===== config.mk =====
export PLATFORM = sky130hd
export DESIGN_NAME = pipe_hazard_ctrl
export DESIGN_NICKNAME = d
export VERILOG_FILES = /design/src/rtl/pipe_hazard_ctrl_pkg.sv /design/src/rtl/pipe_hazard_ctrl_src_match.sv /design/src/rtl/pipe_hazard_ctrl.sv
export SDC_FILE = /design/constraint.sdc
export NUM_CORES = 1
export LEC_CHECK = 0
export ABC_CLOCK_PERIOD_IN_PS = 5150
export CORE_MARGIN = 10
export CORE_UTILIZATION = 46
export CTS_CLUSTER_DIAMETER = 30
export CTS_CLUSTER_SIZE = 24
export DETAILED_ROUTE_END_ITERATION = 10
export PLACE_DENSITY = 0.77
export SLEW_MARGIN = 20
export SYNTH_ARGS = -nofsm -noshare
export SYNTH_HDL_FRONTEND = slang
export SYNTH_HIERARCHICAL = 1
export SYNTH_SLANG_ARGS = --single-unit
export TNS_END_PERCENT = 50

===== constraint.sdc =====
create_clock -name Clk -period 5.15 [get_ports Clk]
set_input_delay 1.03 -clock Clk [delete_from_list [all_inputs] [get_ports Clk]]
set_output_delay 1.03 -clock Clk [all_outputs]
set_load 0.02 [all_outputs]

===== src/rtl/pipe_hazard_ctrl_pkg.sv =====
// Shared types and constants for the pipeline hazard controller.
package pipe_hazard_ctrl_pkg;

  // Widest register address the tracking entry can hold; ADDR_W must not exceed it.
  localparam int RD_MAX_W = 8;

  // Forward-select encoding for "read the register file".
  localparam int FWD_RF = 0;

  // Instruction word injected into EX as a bubble.
  localparam logic [15:0] NOP_INSN = 16'h7000;

  // One in-flight instruction behind decode.
  typedef struct packed {
    logic                valid;
    logic [RD_MAX_W-1:0] rd;
    logic                wen;
    logic                is_load;
  } entry_t;

endpackage


===== src/rtl/pipe_hazard_ctrl_src_match.sv =====
// Per-source hazard detection: picks the youngest in-flight writer of one
// source register and flags a load-use hazard when its data is not ready yet.
module hazard_src_match
  import pipe_hazard_ctrl_pkg::*;
#(
  parameter int ADDR_W   = 4,
  parameter int DEPTH    = 3,
  parameter int LOAD_LAT = 2,
  parameter int ZERO_REG = 1,
  parameter int SEL_W    = 2
) (
  input  logic [ADDR_W-1:0] src,
  input  logic              src_used,
  input  logic              id_valid,
  input  entry_t [DEPTH-1:0] entries,
  output logic [SEL_W-1:0]  sel,
  output logic              load_use
);

  logic match_en;
  logic sel_load;

  // Scan oldest to youngest so the youngest matching writer (lowest k) wins.
  always_comb begin
    sel      = SEL_W'(FWD_RF);
    sel_load = 1'b0;
    match_en = src_used && id_valid && !((ZERO_REG == 1) && (src == '0));
    for (int k = DEPTH; k >= 1; k--) begin
      if (match_en && entries[k-1].valid && entries[k-1].wen &&
          (entries[k-1].rd == RD_MAX_W'(src))) begin
        sel      = SEL_W'(k);
        sel_load = entries[k-1].is_load;
      end
    end
    load_use = sel_load && (int'(sel) < LOAD_LAT);
  end

endmodule


===== src/rtl/pipe_hazard_ctrl.sv =====
// Pipeline hazard controller: tracks in-flight writers behind decode, chooses
// forwarding sources, stalls on load-use and squashes on taken branches.
module pipe_hazard_ctrl
  import pipe_hazard_ctrl_pkg::*;
#(
  parameter int ADDR_W   = 4,
  parameter int DEPTH    = 3,
  parameter int LOAD_LAT = 2,
  parameter int ZERO_REG = 1,
  parameter int STAT_W   = 16,
  localparam int SEL_W   = $clog2(DEPTH + 1)
) (
  input  logic                 Clk,
  input  logic                 Rst,
  input  logic                 id_valid,
  input  logic [ADDR_W-1:0]    id_rs,
  input  logic [ADDR_W-1:0]    id_rt,
  input  logic                 id_rs_used,
  input  logic                 id_rt_used,
  input  logic [ADDR_W-1:0]    id_rd,
  input  logic                 id_wen,
  input  logic                 id_is_load,
  input  logic                 br_taken,
  input  logic                 ext_stall,
  output logic                 stall_if_id,
  output logic                 bubble_ex,
  output logic                 flush,
  output logic [SEL_W-1:0]     fwd_rs_sel,
  output logic [SEL_W-1:0]     fwd_rt_sel,
  output logic [2**ADDR_W-1:0] busy_mask,
  output logic [STAT_W-1:0]    stall_cnt
);

  // Index 0 holds stage 1 (EX), index DEPTH-1 holds stage DEPTH (WB).
  entry_t [DEPTH-1:0] entries_q, entries_d;
  logic [STAT_W-1:0]  stall_cnt_q, stall_cnt_d;

  logic [SEL_W-1:0] rs_sel, rt_sel;
  logic             rs_load_use, rt_load_use;

  hazard_src_match #(
    .ADDR_W  (ADDR_W),
    .DEPTH   (DEPTH),
    .LOAD_LAT(LOAD_LAT),
    .ZERO_REG(ZERO_REG),
    .SEL_W   (SEL_W)
  ) u_match_rs (
    .src     (id_rs),
    .src_used(id_rs_used),
    .id_valid(id_valid),
    .entries (entries_q),
    .sel     (rs_sel),
    .load_use(rs_load_use)
  );

  hazard_src_match #(
    .ADDR_W  (ADDR_W),
    .DEPTH   (DEPTH),
    .LOAD_LAT(LOAD_LAT),
    .ZERO_REG(ZERO_REG),
    .SEL_W   (SEL_W)
  ) u_match_rt (
    .src     (id_rt),
    .src_used(id_rt_used),
    .id_valid(id_valid),
    .entries (entries_q),
    .sel     (rt_sel),
    .load_use(rt_load_use)
  );

  // Control outputs; a taken branch beats the stall, a frozen pipe suppresses both,
  // and everything reads 0 while reset is held.
  always_comb begin
    flush       = Rst && br_taken && !ext_stall;
    stall_if_id = Rst && (rs_load_use || rt_load_use) && !ext_stall && !br_taken;
    bubble_ex   = stall_if_id;
    fwd_rs_sel  = (Rst && !stall_if_id) ? rs_sel : SEL_W'(FWD_RF);
    fwd_rt_sel  = (Rst && !stall_if_id) ? rt_sel : SEL_W'(FWD_RF);
    stall_cnt   = stall_cnt_q;
  end

  // One bit per register with a pending write anywhere in the tracked stages.
  always_comb begin
    busy_mask = '0;
    for (int k = 0; k < DEPTH; k++) begin
      if (entries_q[k].valid && entries_q[k].wen) begin
        busy_mask[entries_q[k].rd[ADDR_W-1:0]] = 1'b1;
      end
    end
  end

  // Advance the tracking pipe unless memory freezes it; stalls and flushes insert a bubble.
  always_comb begin
    entries_d   = entries_q;
    stall_cnt_d = stall_cnt_q;
    if (!ext_stall) begin
      for (int k = DEPTH - 1; k >= 1; k--) begin
        entries_d[k] = entries_q[k-1];
      end
      entries_d[0] = '0;
      if (id_valid && !stall_if_id && !flush) begin
        entries_d[0].valid   = 1'b1;
        entries_d[0].rd      = RD_MAX_W'(id_rd);
        entries_d[0].wen     = id_wen;
        entries_d[0].is_load = id_is_load;
      end
      if (stall_if_id && (stall_cnt_q != '1)) begin
        stall_cnt_d = stall_cnt_q + 1'b1;
      end
    end
  end

  // State registers with asynchronous clear.
  always_ff @(posedge Clk or negedge Rst) begin
    if (!Rst) begin
      entries_q   <= '0;
      stall_cnt_q <= '0;
    end else begin
      entries_q   <= entries_d;
      stall_cnt_q <= stall_cnt_d;
    end
  end

endmodule


==> results.md, run 1 <==
* Status: finished clean
* Combinational share of power at ~18%
* Power share of the clock group at 33.1%
* H-tree Lvls at 2
* Power Density at 205 nW/um^2
* WL/cell at about 17 um
* Fmax at around 210 MHz
* Final #Nets at 377
* Hold Worst Slack at 0.507 ns
* Core Footprint at 5110 um^2
* Setup Skew at 0.00410 ns
* Fin. Hold Viols at 0
* Cell internal pwr at 473 uW
* RSZ-0062 raised after global routing: false
* Number of global-route vias before repair at 2375
* Top-level I/O count at 60
* Max VDD drop at between 0.1 and 0.15 mV
* Final worst-path cycle share at between 90% and 100%
* Initial DRT Pass Iterations at 5
* Grt total ovfl at 0
* Largest net degree at the start of global routing at 33
* Mapped Cells at between 200 and 300
* Pins Over Slew Limit at 0
* Worst slew pin tran at between 0.7 and 0.8 ns
* CTS Root Cell: clkbuf_8
* CP Capture Type: output port
* Initial core utilization at a little under half
* CP arrival at ~3.9 ns
* Worst Setup EP: fwd_rs_sel[0]
* R2r endpoint: stall_cnt[11]$_DFFE_PN0P_
* CP startpoint: id_rt[2]
* Vias per std cell at ~5.5
* Reg2Reg Launch Point: entries_q[2]$_DFFE_PN0N_
* Hold_buf cts at 0
* Hold depth at 1
* Die area at 8590 um^2
* DR iter-0 viols at 202
* Number of antenna diodes at 0
* Detailed Route WL at around 7 mm
* Clk buf depth at 2
* DP Wirelength at ~5.5 mm
* CP Launch Type: primary input
* Sink Count at 35
* Global-route wire length before repair at approximately 12 mm
* CP Class: in2out
* Net switching fraction of the power at 29.4%
* Die X at 92.7 um
* Reg power frac at between 40 and 50%
* Rows at 26
* CTS Buf Count at 5
* Max-cap check violation count at 0
* Crit Path Max Fanout at 8
* Die Y at between 90 and 100 um
* CTS tree: yes
* Reg-to-reg slack, setup at ~2.6 ns
* Relative slew slack at around half
* DRC at 0
* Worst reg-to-reg path cell count at 8
* Setup TNS Final at 0 ns
* Routed Antenna Nets at 0
* PortBufs at 59
* Clk_lat worst skew at about 0.29 ns
* Post-CTS Resized at 0
* Synth Warn # at 6
* Hold Crit Class: reg2reg
* Final Critical Period at between 4 and 5 ns
* DR vias at between 2000 and 2500
* # Post-CTS Setup Buffers at 0
* Antenna violations before repair at 0
* Static leakage at around 0.0014 uW
* Setup Viol. Count Final at 0
* Synthesis-to-layout area growth at 34.3%
* Syn avg cell area at 8.94 um^2
* Synthesized area at about 2400 um^2
* Sw Pwr at around 200 uW
* Share of cells above drive strength 1 at 8.71%
* Final RePlAce weighted congestion at about 0.87
* Critical Path RT at 4.12 ns
* GRT Util Overall at 16.8%
* Clock-pin slew on the worst setup and hold paths at 0.07 ns
==> registers in the layout (all words and copies together) (netlist names) <==
name,cells
entries_q,19
stall_cnt,16
==> layer usage <==
metal  track usage [%]  wire (um)
met3              5.33        612
met1              20.5       3020
met4              3.34         83
met2              28.4       3350
met5                 0          0
==> how the worst min path moves through the flow <==
stage / slack (ns) / start / endpoint
after detailed placement: 0.49 / stall_cnt[7]$_DFFE_PN0P_ / stall_cnt[7]$_DFFE_PN0P_
after floorplan: 0.48 / entries_q[0]$_DFFE_PN0N_ / entries_q[0]$_DFFE_PN0N_
after global placement: 0.48 / stall_cnt[10]$_DFFE_PN0P_ / stall_cnt[10]$_DFFE_PN0P_
after global routing: 0.54 / stall_cnt[10]$_DFFE_PN0P_ / stall_cnt[10]$_DFFE_PN0P_
after CTS: 0.51 / stall_cnt[7]$_DFFE_PN0P_ / stall_cnt[7]$_DFFE_PN0P_
final: 0.51 / stall_cnt[7]$_DFFE_PN0P_ / stall_cnt[7]$_DFFE_PN0P_
==> metrics by stage <==
stage               power (uW)  std cells  area, um^2  utilization [%]  worst slack [ns]
floorplan                  396        295        2520                -              1.42
global placement           448        418        3160             62.0             0.365
detailed placement         451        418        3160             62.0             0.269
CTS                        672        426        3260             63.9             0.266
global route               702        426        3260             63.9             0.153
finish                     670        426        3260             63.9             0.272
==> area by class of cell <==
class                   count  area (um^2)
clock buffers               8          100
fillers                   434         1840
inverters                   9         33.8
multi-input cells         243         1570
flip-flops and latches     35          876
well taps                  70         87.6
repair buffers             61          601
==> cell usage in the layout (no fill, tap or decap), types with 4 or more instances in the layout <==
cell type and count:
clkbuf_8 7, a32oi_1 6, conb_1 24, nand4_1 8, dfrtp_1 35, clkdlybuf4s50_1 58, nor3_1 13, a22oi_1 8
a22o_1 6, nand2_1 38, or3_1 5, xor2_1 9, nor4_1 9, xnor2_1 27, nor2_1 12, nand3_1 20
and3_1 5, nor2b_1 6, inv_1 9, mux2_2 13, a21oi_1 4
==> power groups by stage <==
stage	clock, uW	combinational [uW]	sequential (uW)
finish	222	118	330
global route	240	129	333
CTS	225	118	329
detailed placement	0	117	334
global placement	0	114	334
floorplan	0	79.6	317
==> worst max-delay path, cell delays in order <==
cell             delay [ns]
clkdlybuf4s50_1        0.51
or4_1                  0.59
nand3_2                0.12
nor3_1                 0.08
and2_1                 0.17
or2_2                  0.31
nand2_1                0.23
and3_1                 0.20
clkdlybuf4s50_1        0.61
No activity file was read; power rests on OpenSTA's default activity.
==> inputs of run 2 (changes only) <==
--- a/config.mk
+++ b/config.mk
@@ -13,4 +13,5 @@
 export DETAILED_ROUTE_END_ITERATION = 10
 export PLACE_DENSITY = 0.77
+export RECOVER_POWER = 100
 export SLEW_MARGIN = 20
 export SYNTH_ARGS = -nofsm -noshare
==> constraint.sdc (replaced) <==
create_clock -name Clk -period 5.15 [get_ports Clk]
set_input_delay 1.03 -clock Clk [delete_from_list [all_inputs] [get_ports Clk]]
set_output_delay 1.03 -clock Clk [all_outputs]
set_load 0.01 [all_outputs]
==> results.md, run 2 (synthesized netlist as in run 1, its figures left out) <==
* Die Y at 92.7 um (unchanged)
* Sw Pwr at 195 uW (-0.83%)
* Share of cells above drive strength 1 at 6.74% (-2.0 points)
* CTS Buf Count at 5 (unchanged)
* Hold Crit Class: reg2reg
* Clk buf depth at 2 (unchanged)
* Setup TNS Final at 0 ns (unchanged)
* Combinational share of power at 17.1% (-0.5 points)
* Detailed Route WL at 7.29 mm (+3.2%)
* Commonest non-fill, non-tap cells in the layout: nand2_1 (38), dlygate4sd3_1 (37), dfrtp_1 (35)
* Tot Pwr at 665 uW (-0.63%)
* Die X at 92.7 um (unchanged)
* Number of flip-flops in the largest register at 19 (unchanged)
* Post-CTS Resized at 0 (unchanged)
* CP arrival at 3.87 ns (+0.02 ns)
* Multi-input gate area in the final layout at 1530 um^2 (-2.1%)
* Rows at 26 (unchanged)
* WL/cell at 17.1 um (+3.2%)
* Worst slew pin tran at 1.68 ns (+0.966 ns)
* RSZ-0062 raised after global routing: false
* Die area at 8590 um^2 (unchanged)
* Initial DRT Pass Iterations at 4 (-1)
* CTS Root Cell: clkbuf_8
* Most common cell after layout, fill and taps aside: nand2_1
* Status: finished, violations left
* Crit Path Max Fanout at 8 (unchanged)
* Fin. Hold Viols at 0 (unchanged)
* Power share of the clock group at 33.2% (about the same)
* # Post-CTS Setup Buffers at 0 (unchanged)
* DR vias at 2370 (+0.72%)
* CP Capture Type: output port
* Synthesis-to-layout area growth at 32.6%
* Initial core utilization at 47.6% (unchanged)
* CP Launch Type: primary input
* Register area at 876 um^2 (unchanged)
* Fmax at 204 MHz (-0.36%)
* Final Critical Period at 4.90 ns (+0.0176 ns)
* Vias per std cell at 5.56 (+0.72%)
* Net switching fraction of the power at 29.3% (-0.058 points)
* CTS tree: yes
* Number of antenna diodes at 0 (unchanged)
* Antenna violations before repair at 0 (unchanged)
* Max-cap check violation count at 1 (+1)
* Final worst-path cycle share at 95.1% (+0.34 points)
* Max VDD drop at 0.114 mV (-20%)
* Global-route wire length before repair at 12.0 mm (+1.6%)
* Top reg by flops: entries_q
* Reg-to-reg slack, setup at 2.01 ns (-0.54 ns)
* DP Wirelength at 5.52 mm (+0.77%)
* H-tree Lvls at 2 (unchanged)
* Top-level I/O count at 60 (unchanged)
* Static leakage at 0.00151 uW (+6.1%)
* Final #Nets at 377 (unchanged)
* Clk_lat worst skew at 0.29 ns (about the same)
* DRC at 0 (unchanged)
* Core Footprint at 5110 um^2 (unchanged)
* CP Class: in2out
* DR iter-0 viols at 208 (+3.0%)
* Reg power frac at 49.6% (+0.4 points)
* Final RePlAce weighted congestion at 0.870 (-0.17%)
* Setup Skew at 0.00604 ns (+0.00193 ns)
* GRT Util Overall at 17.1% (+0.36 points)
* Number of global-route vias before repair at 2398 (+0.97%)
* Hold_buf cts at 0 (unchanged)
* Clock-pin slew on the worst setup and hold paths at 0.07 ns (about the same)
* Setup Viol. Count Final at 0 (unchanged)
* Fillers at 453 (+4.4%)
* Core Util, Final at 63.1% (-0.81 points)
* Critical Path RT at 4.12 ns (about the same)
* Largest net degree at the start of global routing at 35 (+6.1%)
* Failing checks: max-capacitance violations, max-slew violations
* Cell internal pwr at 470 uW (-0.55%)
* Routed Antenna Nets at 0 (unchanged)
* PortBufs at 59 (unchanged)
* Grt total ovfl at 0 (unchanged)
* Power Density at 206 nW/um^2 (+0.64%)
* Pins Over Slew Limit at 35 (+35)
* Sink Count at 35 (unchanged)
* Relative slew slack at -12.1% (-64 points)
run 2: power by group through the flow:
stage | sequential, uW | combinational (uW) | clock [uW]
floorplan | 317 | 77.1 | 0
global placement | 334 | 112 | 0
detailed placement | 335 | 115 | 0
CTS | 329 | 116 | 226
global route | 334 | 125 | 235
finish | 330 | 114 | 221
run 2: cell type report:
cell class,count,area share [%]
clock buffer,8,3.11
tap,70,2.72
timing repair buffer,61,18.4
inverter,9,1.05
multi-input combinational,243,47.6
sequential,35,27.2
run 2: path summary, 6_finish.rpt:
path                                            from                        end  depth (start not counted)
min                        stall_cnt[10]$_DFFE_PN0P_  stall_cnt[10]$_DFFE_PN0P_                          1
min reg2reg                stall_cnt[10]$_DFFE_PN0P_  stall_cnt[10]$_DFFE_PN0P_                          1
max                                         id_rt[2]              fwd_rs_sel[1]                          9
max reg2reg                 entries_q[2]$_DFFE_PN0N_   entries_q[1]$_DFFE_PN0N_                          9
min in group asynchronous                        Rst  stall_cnt[10]$_DFFE_PN0P_                          1
max in group asynchronous                        Rst  entries_q[26]$_DFFE_PN0N_                          2
run 2: stage by stage:
stage | worst slack [ns] | std cells | hold slack, ns | cell area (um^2)
finish | 0.254 | 426 | 0.496 | 3220
CTS | 0.349 | 426 | 0.499 | 3260
floorplan | 1.48 | 295 | 0.484 | 2520
detailed placement | 0.360 | 418 | 0.483 | 3160
global placement | 0.430 | 418 | 0.481 | 3160
global route | 0.114 | 426 | 0.519 | 3220
run 2: critical path: stages:
cell and delay, ns:
clkdlybuf4s50_1 0.50, or4_1 0.58, nand3_1 0.15, nor3_1 0.10, and2_0 0.17, or2_2 0.31, nand2_1 0.23, and3_1 0.18
dlygate4sd3_1 0.61
run 2: layer usage:
layer	GRT usage (%)	vias up	routed length (um)	part of all wire, %
met4	4.88	0	87	1.2
met3	5.00	11	564	7.7
met1	20.5	1132	3110	43
li1	-	1137	-	-
met5	0	-	0	0
met2	29.1	90	3530	48
==> inputs of run 3 (changes only) <==
- SYNTH_HIERARCHICAL: 1 -> not set
==> results.md, run 3 <==
* CP Buf/Inv Count at 2 (unchanged)
* Core Footprint at 5110 um^2 (unchanged)
* DRC at 0 (unchanged)
* CP Class: in2out
* Initial DRT Pass Iterations at 5 (+1)
* PortBufs at 59 (unchanged)
* Clk_lat worst skew at 0.28 ns (about the same)
* Initial core utilization at 47.3% (-0.27 points)
* Critical Path RT at 4.12 ns (about the same)
* Synth Warn # at 0 (-6)
* Die area at 8550 um^2 (-0.44%)
* Final RePlAce weighted congestion at 0.918 (+5.4%)
* Vias per std cell at 5.66 (+1.8%)
* Rows at 26 (unchanged)
* CTS tree: yes
* CP delay by family, top: buffers and inverters
* Hold Startpoint: stall_cnt[7]$_DFFE_PN0P_
* Reg-to-reg slack, setup at 1.98 ns (-0.03 ns)
* Worst slew pin tran at 1.91 ns (+0.233 ns)
* Worst reg-to-reg path cell count at 6 (-3)
* Relative slew slack at -30.9% (-19 points)
* Commonest non-fill, non-tap cells in the layout: dlygate4sd3_1 (41), nand2_1 (38), dfrtp_1 (35)
* Syn Nets at 276
* Reg2Reg Launch Point: entries_q[3]$_DFFE_PN0N_
* Failing checks: max-capacitance violations, max-slew violations
* Routed Antenna Nets at 0 (unchanged)
* DP Area at 3000 um^2 (-5.3%)
* CP Launch Type: primary input
* Final #Nets at 328 (-13%)
* Die Y at 92.5 um (-0.22%)
* Pins Over Slew Limit at 39 (+11%)
* Main synth FF type: dfrtp_1
* Largest net degree at the start of global routing at 31 (-11%)
* Top reg by flops: entries_q
* Static leakage at 0.00148 uW (-1.4%)
* Clk buf depth at 2 (unchanged)
* Max-cap check violation count at 2 (+1)
* Flops & latches, synth at 35
* Hold endpoint: stall_cnt[7]$_DFFE_PN0P_
* Clock-pin slew on the worst setup and hold paths at 0.07 ns (about the same)
* Slowest-stage cell, CP: dlygate4sd3_1
* WL/cell at 17.7 um (+3.6%)
* Most frequent cell after synthesis: nand2_1
* Fin. Hold Viols at 0 (unchanged)
* Distinct cell type count after synthesis at 43
* Max incr delay on CP at 0.64 ns (+0.03 ns)
* CTS Buf Count at 5 (unchanged)
* Setup Viol. Count Final at 0 (unchanged)
* Number of antenna diodes at 0 (unchanged)
* Most common cell after layout, fill and taps aside: dlygate4sd3_1
* Register area share after synthesis at 36.2%
* CP most frequent cell: dlygate4sd3_1
* Status: finished, violations left
* Number of global-route vias before repair at 2141 (-11%)
* Die X at 92.5 um (-0.22%)
* # Post-CTS Setup Buffers at 0 (unchanged)
* Share of cells above drive strength 1 at 8.79% (+2.1 points)
* Detailed Route WL at 6.69 mm (-8.3%)
* Fillers at 478 (+5.5%)
* CTS Root Cell: clkbuf_8
* Hold depth at 1 (unchanged)
* Crit Path Max Fanout at 9 (+1)
* Top-level I/O count at 60 (unchanged)
* Setup Skew at 0.00398 ns (-0.00205 ns)
* DR vias at 2135 (-9.9%)
* Synthesis-to-layout area growth at 26.9%
* Crit-path cells: dlygate4sd3_1 -> nor4_1 -> nor3_1 -> nand2_1 -> and2_4 -> o21ai_0 -> a21oi_1 -> dlygate4sd3_1
* GRT Util Overall at 15.5% (-1.6 points)
* Pre-CTS setup slack at 0.704 ns (+0.344 ns)
* Syn avg cell area at 9.52 um^2 (+6.5%)
* Sink Count at 35 (unchanged)
* Grt total ovfl at 0 (unchanged)
* Global-route wire length before repair at 10.9 mm (-9.3%)
* Final Critical Period at 4.60 ns (-0.292 ns)
* Number of flip-flops in the largest register at 19 (unchanged)
* Max VDD drop at 0.194 mV (+70%)
* Mapped Cells at 254 (-6.6%)
* Antenna violations before repair at 0 (unchanged)
* Synthesized area at 2420 um^2 (-0.57%)
* Hold_buf cts at 0 (unchanged)
* CP Capture Type: output port
* R2r endpoint: entries_q[4]$_DFFE_PN0N_
* Post-synth top area share at 36.2%
* Setup TNS Final at 0 ns (unchanged)
* Final worst-path cycle share at 89.4% (-5.7 points)
* Commonest cells post-synth: nand2_1 (37), dfrtp_1 (35), xor2_1 (21)
* DP Wirelength at 5.09 mm (-7.9%)
* EDFF count, synth at 0
* RSZ-0062 raised after global routing: false
* Final setup margin at 0.546 ns (+0.292 ns)
* Ranking of synthesized cells by area: dfrtp_1 (36%), xor2_1 (7.6%), xnor2_1 (6.5%)
* Design area at 3070 um^2 (-4.8%)
* Core Util, Final at 60.1% (-3.0 points)
* Synth area leader: dfrtp_1
* FFs w/ async S/R, synth at between 90% and 100%
* CP arrival at 3.57 ns (-0.30 ns)
* Hold Crit Class: reg2reg
* Power Density at 225 nW/um^2 (+9.0%)
* Post-CTS Resized at 0 (unchanged)
* H-tree Lvls at 2 (unchanged)
* Fmax at 217 MHz (+6.3%)
* DR iter-0 viols at 139 (-33%)
[run 3: cell type report]
| cell class | count | area [um^2] | share of cell area [%] |
|---|---|---|---|
| Inverter | 2 | 7.51 | 0.245 |
| Clock buffer | 6 | 82.6 | 2.69 |
| Clock inverter | 2 | 35.0 | 1.14 |
| Tap cell | 70 | 87.6 | 2.85 |
| Multi-Input combinational cell | 201 | 1380 | 45.1 |
| Timing Repair Buffer | 61 | 596 | 19.4 |
| Sequential cell | 35 | 876 | 28.5 |
[run 3: layer usage]
metal  up-vias  global-route usage [%]  part of all wire [%]
met5         -                       0                     0
met4         0                    5.78                   1.5
met3        10                    3.31                   6.7
met2        95                    24.5                    47
met1      1016                    20.3                    45
li1       1014                       -                     -
[run 3: logic make-up after synthesis]
group / after synthesis / synth area share (%)
simple gates: 118 / 27.8
xor+xnor: 39 / 14.1
flops: 35 / 36.2
compound gates: 30 / 10.5
buf+inv: 18 / 4.81
mux: 13 / 6.06
fa+ha+maj: 1 / 0.518
[run 3: worst max-delay path by stage]
stage,startpoint,endpoint,slack (ns),cells past startpoint
floorplan,id_rt[2],stall_if_id,1.83,7
global placement,id_rs[1],fwd_rt_sel[0],0.75,8
detailed placement,id_rt[0],fwd_rt_sel[0],0.70,8
CTS,id_rt[0],fwd_rt_sel[0],0.69,8
global route,id_rs[1],fwd_rs_sel[0],0.26,8
finish,id_rs[1],fwd_rt_sel[0],0.55,8
[run 3: power by group]
| part | internal [uW] | switching, uW |
|---|---|---|
| registers | 291 | 36.9 |
| logic | 56.5 | 54.1 |
| clock network | 157 | 95.1 |
| total | 504 | 186 |
[run 3: metrics by stage]
stage | power [uW] | hold slack [ns] | instances
floorplan | 398 | 0.483 | 254
global placement | 442 | 0.475 | 369
detailed placement | 445 | 0.483 | 369
CTS | 698 | 0.493 | 377
global route | 724 | 0.518 | 377
finish | 690 | 0.481 | 377
